File: config.mk
export PLATFORM = sky130hd
export DESIGN_NAME = escalonador_sensores
export DESIGN_NICKNAME = d
export VERILOG_FILES = /design/src/rtl/escalonador_pkg.sv /design/src/rtl/fusao_medidas.sv /design/src/rtl/escalonador_sensores.sv
export SDC_FILE = /design/constraint.sdc
export NUM_CORES = 1
export LEC_CHECK = 0
export CORE_ASPECT_RATIO = 0.7
export CORE_MARGIN = 3
export CORE_UTILIZATION = 53
export DETAILED_ROUTE_END_ITERATION = 7
export GPL_TIMING_DRIVEN = 0
export PLACE_DENSITY = 0.74
export SLEW_MARGIN = 10
export SYNTH_ARGS = -nofsm -noshare
export SYNTH_HDL_FRONTEND = slang
export SYNTH_SLANG_ARGS = --single-unit
File: constraint.sdc
create_clock -name clock -period 11.4 [get_ports clock]
set_input_delay 1.14 -clock clock [delete_from_list [all_inputs] [get_ports clock]]
set_output_delay 1.14 -clock clock [all_outputs]
set_load 0.01 [all_outputs]
File: src/rtl/escalonador_pkg.sv
// Shared definitions for the ultrasonic sensor scheduler: FSM state codes,
// sensor count and the all-sensors-failed flag pattern.
package escalonador_pkg;

  localparam int unsigned N_SENSORES = 3;
  localparam logic [N_SENSORES-1:0] FALHA_TOTAL = 3'b111;

  typedef enum logic [3:0] {
    INICIAL   = 4'd0,
    PREPARA   = 4'd1,
    DISPARA   = 4'd2,
    ESPERA    = 4'd3,
    GRAVA     = 4'd4,
    TIMEOUT   = 4'd5,
    INTERVALO = 4'd6,
    PROXIMO   = 4'd7,
    CALCULA   = 4'd8,
    FIM       = 4'd9
  } estado_t;

endpackage

File: src/rtl/fusao_medidas.sv
// Combinational fusion of up to three sensor readings into one distance.
// SENSOR_MINIMO_EN: with 2 or 3 valid readings, take the minimum instead of median/average.
module fusao_medidas
  import escalonador_pkg::*;
#(
  parameter int unsigned DIST_W = 12
) (
  input  logic [DIST_W-1:0]     leitura0,
  input  logic [DIST_W-1:0]     leitura1,
  input  logic [DIST_W-1:0]     leitura2,
  input  logic [N_SENSORES-1:0] valido,
  output logic [DIST_W-1:0]     distancia_c
);

  function automatic logic [DIST_W-1:0] minimo(input logic [DIST_W-1:0] a,
                                                input logic [DIST_W-1:0] b);
    return (a < b) ? a : b;
  endfunction

  function automatic logic [DIST_W-1:0] maximo(input logic [DIST_W-1:0] a,
                                                input logic [DIST_W-1:0] b);
    return (a > b) ? a : b;
  endfunction

`ifdef SENSOR_MINIMO_EN
  // Conservative choice: the shortest distance means the highest water level.
  function automatic logic [DIST_W-1:0] par(input logic [DIST_W-1:0] a,
                                             input logic [DIST_W-1:0] b);
    return minimo(a, b);
  endfunction

  function automatic logic [DIST_W-1:0] trio(input logic [DIST_W-1:0] a,
                                              input logic [DIST_W-1:0] b,
                                              input logic [DIST_W-1:0] c);
    return minimo(minimo(a, b), c);
  endfunction
`else
  // Sum carried in one extra bit so the average never overflows.
  function automatic logic [DIST_W-1:0] par(input logic [DIST_W-1:0] a,
                                             input logic [DIST_W-1:0] b);
    logic [DIST_W:0] soma;
    soma = {1'b0, a} + {1'b0, b};
    return soma[DIST_W:1];
  endfunction

  function automatic logic [DIST_W-1:0] trio(input logic [DIST_W-1:0] a,
                                              input logic [DIST_W-1:0] b,
                                              input logic [DIST_W-1:0] c);
    return maximo(minimo(a, b), minimo(maximo(a, b), c));
  endfunction
`endif

  always_comb begin
    distancia_c = '0;
    case (valido)
      3'b111:  distancia_c = trio(leitura0, leitura1, leitura2);
      3'b011:  distancia_c = par(leitura0, leitura1);
      3'b101:  distancia_c = par(leitura0, leitura2);
      3'b110:  distancia_c = par(leitura1, leitura2);
      3'b001:  distancia_c = leitura0;
      3'b010:  distancia_c = leitura1;
      3'b100:  distancia_c = leitura2;
      default: distancia_c = '0;
    endcase
  end

endmodule

File: src/rtl/escalonador_sensores.sv
// Sequences three ultrasonic sensors through one shared echo interface with a
// settling gap and per-sensor timeout, then fuses the readings (see fusao_medidas).
module escalonador_sensores
  import escalonador_pkg::*;
#(
  parameter int unsigned TIMEOUT_CYCLES = 1500000,
  parameter int unsigned GAP_CYCLES     = 3000000,
  parameter int unsigned DIST_W         = 12
) (
  input  logic              clock,
  input  logic              reset,
  input  logic              iniciar,
  input  logic              pronto_medida,
  input  logic [DIST_W-1:0] medida,
  output logic              medir,
  output logic [1:0]        sel_sensor,
  output logic [DIST_W-1:0] distancia,
  output logic [2:0]        falha,
  output logic              pronto,
  output logic              ocupado,
  output logic [3:0]        db_estado,
  output logic [3:0]        db_sensor
);

  localparam int unsigned MAX_CYCLES = (TIMEOUT_CYCLES > GAP_CYCLES) ? TIMEOUT_CYCLES : GAP_CYCLES;
  localparam int unsigned TIMER_W    = (MAX_CYCLES > 1) ? $clog2(MAX_CYCLES) : 1;
  localparam logic [TIMER_W-1:0] TIMER_TIMEOUT = TIMER_W'(TIMEOUT_CYCLES - 1);
  localparam logic [TIMER_W-1:0] TIMER_GAP     = TIMER_W'(GAP_CYCLES - 1);
  localparam logic [1:0]         ULTIMO        = 2'(N_SENSORES - 1);

  estado_t estado, estado_nxt;
  logic [TIMER_W-1:0] timer, timer_nxt;
  logic [N_SENSORES-1:0] valido, valido_nxt;
  logic [N_SENSORES-1:0] falha_ronda, falha_ronda_nxt;
  logic [N_SENSORES-1:0][DIST_W-1:0] leituras, leituras_nxt;
  logic [1:0]        sel_nxt;
  logic [DIST_W-1:0] distancia_nxt;
  logic [2:0]        falha_nxt;
  logic              medir_nxt;
  logic              pronto_nxt;
  logic              ocupado_nxt;
  logic              em_slot;
  logic [3:0]        db_sensor_nxt;
  logic [DIST_W-1:0] fusao_c;

  fusao_medidas #(.DIST_W(DIST_W)) u_fusao (
    .leitura0    (leituras[0]),
    .leitura1    (leituras[1]),
    .leitura2    (leituras[2]),
    .valido      (valido),
    .distancia_c (fusao_c)
  );

  // Next-state, datapath and next-output logic
  always_comb begin
    estado_nxt      = estado;
    sel_nxt         = sel_sensor;
    valido_nxt      = valido;
    falha_ronda_nxt = falha_ronda;
    leituras_nxt    = leituras;
    distancia_nxt   = distancia;
    falha_nxt       = falha;

    unique case (estado)
      INICIAL: begin
        sel_nxt = 2'd0;
        if (iniciar) estado_nxt = PREPARA;
      end
      PREPARA: begin
        valido_nxt      = '0;
        falha_ronda_nxt = '0;
        estado_nxt      = DISPARA;
      end
      DISPARA: estado_nxt = ESPERA;
      // A reply on the last timeout cycle still counts as a valid reading.
      ESPERA: begin
        if (pronto_medida) begin
          estado_nxt = GRAVA;
          for (int k = 0; k < N_SENSORES; k++) begin
            if (sel_sensor == 2'(k)) leituras_nxt[k] = medida;
          end
        end else if (timer == TIMER_TIMEOUT) begin
          estado_nxt = TIMEOUT;
        end
      end
      GRAVA: begin
        for (int k = 0; k < N_SENSORES; k++) begin
          if (sel_sensor == 2'(k)) valido_nxt[k] = 1'b1;
        end
        estado_nxt = INTERVALO;
      end
      TIMEOUT: begin
        for (int k = 0; k < N_SENSORES; k++) begin
          if (sel_sensor == 2'(k)) begin
            falha_ronda_nxt[k] = 1'b1;
            valido_nxt[k]      = 1'b0;
          end
        end
        estado_nxt = INTERVALO;
      end
      INTERVALO: begin
        if (timer == TIMER_GAP) begin
          if (sel_sensor == ULTIMO) begin
            estado_nxt = CALCULA;
          end else begin
            estado_nxt = PROXIMO;
            sel_nxt    = sel_sensor + 2'd1;
          end
        end
      end
      PROXIMO: estado_nxt = DISPARA;
      // With no valid reading the previous distance is kept.
      CALCULA: begin
        if (valido == '0) begin
          falha_nxt = FALHA_TOTAL;
        end else begin
          falha_nxt     = falha_ronda;
          distancia_nxt = fusao_c;
        end
        estado_nxt = FIM;
      end
      FIM:     estado_nxt = INICIAL;
      default: estado_nxt = INICIAL;
    endcase

    if (estado_nxt != estado) begin
      timer_nxt = '0;
    end else if (estado == ESPERA || estado == INTERVALO) begin
      timer_nxt = timer + TIMER_W'(1);
    end else begin
      timer_nxt = '0;
    end

    medir_nxt     = (estado_nxt == DISPARA);
    pronto_nxt    = (estado_nxt == FIM);
    ocupado_nxt   = (estado_nxt != INICIAL);
    em_slot       = (estado_nxt inside {PREPARA, DISPARA, ESPERA, GRAVA, TIMEOUT, INTERVALO, PROXIMO});
    db_sensor_nxt = em_slot ? {1'b0, 3'b001 << sel_nxt} : 4'd0;
  end

  // State register plus registered outputs aligned with the state
  always_ff @(posedge clock or posedge reset) begin
    if (reset) begin
      estado      <= INICIAL;
      timer       <= '0;
      valido      <= '0;
      falha_ronda <= '0;
      leituras    <= '0;
      sel_sensor  <= 2'd0;
      distancia   <= '0;
      falha       <= '0;
      medir       <= 1'b0;
      pronto      <= 1'b0;
      ocupado     <= 1'b0;
      db_estado   <= 4'd0;
      db_sensor   <= 4'd0;
    end else begin
      estado      <= estado_nxt;
      timer       <= timer_nxt;
      valido      <= valido_nxt;
      falha_ronda <= falha_ronda_nxt;
      leituras    <= leituras_nxt;
      sel_sensor  <= sel_nxt;
      distancia   <= distancia_nxt;
      falha       <= falha_nxt;
      medir       <= medir_nxt;
      pronto      <= pronto_nxt;
      ocupado     <= ocupado_nxt;
      db_estado   <= 4'(estado_nxt);
      db_sensor   <= db_sensor_nxt;
    end
  end

endmodule

==> results of run 1 <==
cells in the mapped netlist (11+ instances only):
cell / n
nor2_1: 50
o21ai_0: 64
mux2_2: 42
nand3_1: 27
clkbuf_1: 26
inv_1: 39
dfrtp_1: 91
a21o_1: 18
nor2_2: 21
xnor2_1: 15
ha_1: 61
xor2_1: 21
nor3_1: 16
o21a_1: 11
nand2_1: 62
a21oi_1: 59
cells by family (layout without fill, tap and decap cells):
logic type,after synthesis,count (layout),share of synthesized area
other cells,1,1,0.0005255
compound gates,245,245,0.2269
xor+xnor,36,36,0.04419
simple gates,243,243,0.1762
buf+inv,73,132,0.04226
fa+ha+maj,63,63,0.1126
flops,91,91,0.3191
mux,50,50,0.07820
state kept, by name (all words and copies together) (netlist names):
| name | count |
|---|---|
| medir | 1 |
| valido | 3 |
| db_sensor | 3 |
| falha | 3 |
| sel_sensor | 2 |
| leituras | 36 |
| falha_ronda | 3 |
| pronto | 1 |
| ocupado | 1 |
| estado | 4 |
| distancia | 12 |
| timer | 22 |
metrics by stage:
| stage | worst slack (ns) | area, sq um | std cells | hold slack (ns) | util |
|---|---|---|---|---|---|
| 3_3_place_gp | 3.358 | 7781 | 1024 | 0.4729 | 0.6077 |
| 5_1_grt | 2.764 | 8098 | 1041 | 0.5198 | 0.6324 |
| 3_5_place_dp | 3.385 | 7811 | 1025 | 0.4841 | 0.6100 |
| 4_1_cts | 3.364 | 8098 | 1041 | 0.4960 | 0.6324 |
| 6_report | 3.116 | 8098 | 1041 | 0.4951 | 0.6324 |
| 2_1_floorplan | 5.072 | 7136 | 802 | 0.4601 | - |
worst reg2reg max path: cells and delay by family, from the launching register on:
family	cells	cell delay (ns)
AOI/OAI and AO/OA	16	4.36
adders and majority gates	3	0.96
buffers and inverters	4	1.37
DFF	1	0.45
and+or+nand+nor	4	1.01
cells in the final DEF (no fill, tap or decap), types with 9 or more instances in the layout:
cell type        count
nor2_2              21
xnor2_1             15
nand3_1             27
nand4_1             10
a21o_1              18
inv_1               38
nand2_1             62
ha_1                61
clkdlybuf4s50_1     42
clkbuf_16            9
xor2_1              21
mux2_2              42
a21oi_1             59
a211oi_1             9
nor3_1              16
o21ai_0             64
clkbuf_1            27
o21a_1              11
nor2_1              50
dfrtp_1             91
final cells by class:
| cell class | instances | area [sq um] |
|---|---|---|
| plain buffers | 33 | 151.4 |
| clock buffers | 10 | 229.0 |
| clock inverters | 6 | 57.56 |
| fillers | 1054 | 4707 |
| inverters | 40 | 152.6 |
| multi-input cells | 638 | 4557 |
| flip-flops and latches | 91 | 2277 |
| well taps | 180 | 225.2 |
| repair buffers | 43 | 447.9 |
how the worst min path moves through the flow:
stage / cells after the start / slack [ns] / to / start
after CTS: 1 / 0.50 / timer[0]$_DFF_PP0_ / timer[0]$_DFF_PP0_
final: 1 / 0.50 / timer[0]$_DFF_PP0_ / timer[0]$_DFF_PP0_
after global placement: 1 / 0.47 / timer[0]$_DFF_PP0_ / timer[0]$_DFF_PP0_
after detailed placement: 1 / 0.48 / timer[0]$_DFF_PP0_ / timer[0]$_DFF_PP0_
after floorplan: 1 / 0.46 / timer[0]$_DFF_PP0_ / timer[0]$_DFF_PP0_
after global routing: 1 / 0.52 / timer[0]$_DFF_PP0_ / timer[0]$_DFF_PP0_
where the power goes:
part / internal, W / switching (W)
Sequential: 0.000359 / 0.0000657
Clock: 0.000152 / 0.000142
Combinational: 0.000482 / 0.000746
Total: 0.000993 / 0.000954
routing by layer:
metal  wire length (um)  global-route usage
met1              10470              0.4877
met2               9065              0.4482
met3               1994             0.04543
met4                231             0.06452
met5                  0                   0
==> summary.txt, run 1 <==
Mapped Nets - 881
Synth top area share - 0.3191
WL/cell - 20.91 um
Maxcap violations - 0
Routed Antenna Nets - 0
CTS tree - yes
Count of cell types in the netlist - 79
Final hold violation count - 0
Register bit total from synthesis - 91
Layout cells sized above 1 - 0.1208
Fin crit period - 8.284 ns
Die Ht - 103.1 um
Buffers and inverters on the worst path - 4
Largest net degree at the start of global routing - 54
Period utilisation layout - 0.7267
RSZ-0062 raised after global routing - false
Slew Limit Fails - 0
DP HPWL - 17.19 mm
Total GRT Usage - 0.3095
Vias in the first global route - 6436
DRT Wirelength - 21.77 mm
Critical Path Stages - 27
Worst Setup Start Kind - register
Seq/Total Area, Yosys - 0.3191
Min-Delay Path Class - register to register
Slack of the worst reg-to-reg path - 3.12 ns
Crit path largest cell delay - 0.73 ns
Drt initial violations - 715
Worst r2r path cells - 27
Worst-case clock skew - 0.007642 ns
Leak pwr - 3.551 nW
First-pass GRT wire length - 35.42 mm
Core footprint - 12800 sq um
H-tree level count - 3
Fin nets - 935
Final Power - 0.001947 W
CP top delay family - compound AO/OA/AOI/OAI gates
Worst setup startpoint - leituras[19]$_DFFE_PP0P_
Critical path arrival - 8.50 ns
Deepest clock path buffer count - 2
Synthesized cell area - 7136 sq um
Total die area - 14910 sq um
Synth Area per Inst - 8.897 sq um
Crit path max fanout - 10
FMAX - 120.7 MHz
Hold_buf cts - 0
Clk sinks - 91
GP Congestion - 0.9580
Actual slew at the worst max-slew pin - 1.038 ns
Critical Path End Type - register
Remaining Overflow, GRT - 0
Post-synth top area cell - dfrtp_1
IO Port Bufs - 42
Skew-Pair Late Insertion Delay - 0.35 ns
Root buf cell - clkbuf_16
Crit Path Class - register to register
Inserted Clock Buffers - 9
Crit-path slowest cell - a221oi_1
Antenna cells - 0
FF-to-FF Start - leituras[19]$_DFFE_PP0P_
Synth-to-layout area growth - 13.48%
Largest vdd supply drop - 0.1469 mV
Vias - 6607
Post-CTS Setup Bufs - 0
Reg2reg end - distancia[8]$_DFFE_PP0P_
Number of gates resized after CTS - 0
CP endpoint - distancia[8]$_DFFE_PP0P_
# DRC - 0
I/O pin cnt - 44
Clk slew on worst S/H paths - 0.07 ns
Setup TNS - 0 ns
PD cells - 240.5 nW/um^2
Die width - 144.7 um
Worst slew margin - 0.3057
Asr flop ratio synth - 1.000
TritonRoute pass-1 iters - 5
Primary FF master, synth - dfrtp_1
Status - finished, final reports clean
Initial core utilization - 0.5573
Required time worst endpoint - 11.61 ns
Warnings from Yosys - 0
Post-synth EDFFs - 0
Area contributors post-synth - dfrtp_1, ha_1, mux2_2
Initial antenna violation count - 0
Drt via density - 6.347
Final number of setup-violating endpoints - 0
Row count - 34
Syn Inst Count - 802
No activity file was read; power rests on OpenSTA's default activity.
==> run 2: changes to the inputs <==
--- a/config.mk
+++ b/config.mk
@@ -10,7 +10,7 @@
 export CORE_UTILIZATION = 53
 export DETAILED_ROUTE_END_ITERATION = 7
 export GPL_TIMING_DRIVEN = 0
-export PLACE_DENSITY = 0.74
+export PLACE_DENSITY = 0.77
 export SLEW_MARGIN = 10
 export SYNTH_ARGS = -nofsm -noshare
 export SYNTH_HDL_FRONTEND = slang
==> constraint.sdc (replaced) <==
create_clock -name clock -period 7.2 [get_ports clock]
set_input_delay 0.72 -clock clock [delete_from_list [all_inputs] [get_ports clock]]
set_output_delay 0.72 -clock clock [all_outputs]
set_load 0.01 [all_outputs]
==> run 2 against run 1 <==
- utilization rose by 0.44 points
- worst hold slack got worse by 0.0016 ns
- clock power rose by 69%
- clock-buffer cell count did not move
- final area rose by 0.70%
- largest cell class unchanged
- die area did not move
- sequential cell count did not move
- sequential power rose by 61%
- register-to-register slack got worse by 2.7 ns
- non-clock buffer count fell by 1
- critical path type unchanged
- first-iteration DRC count rose by 38%
==> summary.txt, run 2 (synthesized netlist as in run 1, its figures left out) <==
Root buf cell - clkbuf_16
Row count - 34 (unchanged)
FILL cells - 1070 (+1.5%)
Most common cell after layout, fill and taps aside - dfrtp_1
I/O pin cnt - 44 (unchanged)
Worst Slack Setup Final - 0.4309 ns (-2.685 ns)
Total die area - 14910 sq um (unchanged)
Min-Delay Path Class - register to register
P_int - 0.001641 W (+65%)
Die Ht - 103.1 um (unchanged)
Reg power frac - 0.215 (-0.003)
Crit-path slowest cell - dfrtp_1
Worst Setup Start Kind - register
Vias - 6691 (+1.3%)
Remaining Overflow, GRT - 0 (unchanged)
Layout cells sized above 1 - 0.1279 (+0.007117)
Status - finished, final reports clean
Crit path max fanout - 10 (unchanged)
Actual slew at the worst max-slew pin - 1.020 ns (-0.01737 ns)
H-tree level count - 3 (unchanged)
GP Congestion - 0.9364 (-2.3%)
Hold wc startpoint - timer[0]$_DFF_PP0_
Core footprint - 12800 sq um (unchanged)
Inserted Clock Buffers - 9 (unchanged)
Min-Delay Endpoint - timer[0]$_DFF_PP0_
CTS tree - yes
Reg2reg end - distancia[8]$_DFFE_PP0P_
FMAX - 147.7 MHz (+22%)
Period utilisation layout - 0.9402 (+0.2135)
Slew Limit Fails - 0 (unchanged)
Max reg flops - 36 (unchanged)
TritonRoute pass-1 iters - 6 (+1)
WL/cell - 21.05 um (+0.66%)
DP HPWL - 17.30 mm (+0.69%)
Comb pwr share - 0.628 (-0.003)
Largest vdd supply drop - 0.2262 mV (+54%)
Crit Path Class - register to register
DRT Wirelength - 21.89 mm (+0.57%)
Skew-Pair Late Insertion Delay - 0.35 ns (about the same)
Largest regs - leituras: 36 flops, timer: 22 flops, distancia: 12 flops
P_sw - 0.001528 W (+60%)
Critical Path End Type - register
Hold Path Depth - 1 (unchanged)
Vias in the first global route - 6343 (-1.4%)
IO Port Bufs - 42 (unchanged)
Most frequent cells in the layout - dfrtp_1, o21ai_0, nand2_1
Die width - 144.7 um (unchanged)
Fin util - 0.6368 (+0.004397)
Total GRT Usage - 0.3008 (-0.008665)
First-pass GRT wire length - 34.47 mm (-2.7%)
Initial antenna violation count - 0 (unchanged)
Largest net degree at the start of global routing - 67 (+24%)
Initial core utilization - 0.5573 (unchanged)
Antenna cells - 0 (unchanged)
Final hold violation count - 0 (unchanged)
Worst slew margin - 0.3173 (+0.01162)
Synth-to-layout area growth - 14.27%
Sw frac - 0.4821 (-0.007807)
FF-to-FF Start - leituras[23]$_DFFE_PP0P_
Fin nets - 934 (-0.11%)
Slack of the worst reg-to-reg path - 0.43 ns (-2.69 ns)
Hold_buf cts - 0 (unchanged)
# DRC - 0 (unchanged)
Maxcap violations - 0 (unchanged)
Drt via density - 6.434 (+1.4%)
Clk slew on worst S/H paths - 0.08 ns (about the same)
Largest register by flop count - leituras
Required time worst endpoint - 7.42 ns (-4.19 ns)
RSZ-0062 raised after global routing - false
Routed Antenna Nets - 0 (unchanged)
Worst-case clock skew - 0.01095 ns (+0.003310 ns)
Dpl ws - -0.7462 ns (-4.131 ns)
Leak pwr - 3.594 nW (+1.2%)
Crit path largest cell delay - 0.41 ns (-0.32 ns)
Setup TNS - 0 ns (unchanged)
Deepest clock path buffer count - 2 (unchanged)
Fin crit period - 6.769 ns (-1.515 ns)
Clk sinks - 91 (unchanged)
Final number of setup-violating endpoints - 0 (unchanged)
Drt initial violations - 989 (+38%)
Worst r2r path cells - 28 (+3.7%)
Clk network pwr share - 0.157 (+0.006)
Critical path arrival - 6.99 ns (-1.51 ns)
PD cells - 388.7 nW/um^2 (+62%)
[run 2: worst max-delay path, delay by kind of cell (launching register included)]
kind            cells  cell delay, ns
flops               1            0.41
compound gates     14            3.02
fa+ha+maj           3            0.97
simple gates        7            1.21
buf+inv             4            1.02
[run 2: metrics by stage]
step	hold WS [ns]	instance area [sq um]	total power (W)	cells
CTS	0.4944	8130	0.003086	1041
finish	0.4936	8154	0.003170	1040
global placement	0.4786	7781	0.002475	1024
global route	0.5212	8154	0.003400	1040
floorplan	0.4601	7136	0.002037	802
detailed placement	0.4829	7811	0.002552	1025
[run 2: power by group through the flow]
| stage | combinational (W) | sequential [W] | clock [W] |
|---|---|---|---|
| floorplan | 0.00140 | 0.000641 | 0 |
| global placement | 0.00181 | 0.000670 | 0 |
| global route | 0.00219 | 0.000689 | 0.000520 |
| CTS | 0.00192 | 0.000666 | 0.000502 |
| detailed placement | 0.00188 | 0.000676 | 0 |
| finish | 0.00199 | 0.000682 | 0.000497 |
[run 2: how the worst max path moves through the flow]
stage                             start                       end  slack [ns]
2_1_floorplan   leituras[7]$_DFFE_PP0P_  distancia[8]$_DFFE_PP0P_        0.87
3_3_place_gp   leituras[19]$_DFFE_PP0P_  distancia[8]$_DFFE_PP0P_       -0.54
3_5_place_dp    leituras[7]$_DFFE_PP0P_  distancia[8]$_DFFE_PP0P_       -0.75
4_1_cts         leituras[7]$_DFFE_PP0P_  distancia[8]$_DFFE_PP0P_        0.02
5_1_grt        leituras[22]$_DFFE_PP0P_  distancia[8]$_DFFE_PP0P_       0.004
6_report       leituras[23]$_DFFE_PP0P_  distancia[8]$_DFFE_PP0P_        0.43
[run 2: what timing repair did]
action | CTS | global route
buffers inserted | 0 | 1
pin swaps | 0 | 2
gates resized for setup | 4 | 6
endpoints found under the setup margin | 12 | 12
hold endpoints to repair | 0 | 0
[run 2: layout make-up]
type,count,area [sq um],share of cell area
multi-input cells,638,4596,0.5636
inverters,40,152.6,0.01872
clock inverters,6,72.57,0.008900
plain buffers,31,146.4,0.01795
flip-flops and latches,91,2277,0.2793
well taps,180,225.2,0.02762
clock buffers,10,229.0,0.02808
repair buffers,44,455.4,0.05585
[run 2: metal layers]
layer  vias up  track usage  wire length [um]  part of all wire
met3        25      0.06769              2728              0.12
met5         -            0                 0                 0
met4         0      0.04803               197            0.0090
li1       3069            -                 -                 -
met1      3201       0.4756             10160              0.46
met2       396       0.4237              8805              0.40
==> run 3: changes to the inputs <==
--- a/config.mk
+++ b/config.mk
@@ -11,7 +11,6 @@
 export DETAILED_ROUTE_END_ITERATION = 7
 export GPL_TIMING_DRIVEN = 0
 export PLACE_DENSITY = 0.77
-export SLEW_MARGIN = 10
 export SYNTH_ARGS = -nofsm -noshare
 export SYNTH_HDL_FRONTEND = slang
 export SYNTH_SLANG_ARGS = --single-unit
==> results of run 3 <==
Final layout, timing and power as in run 2 (identical DEF).
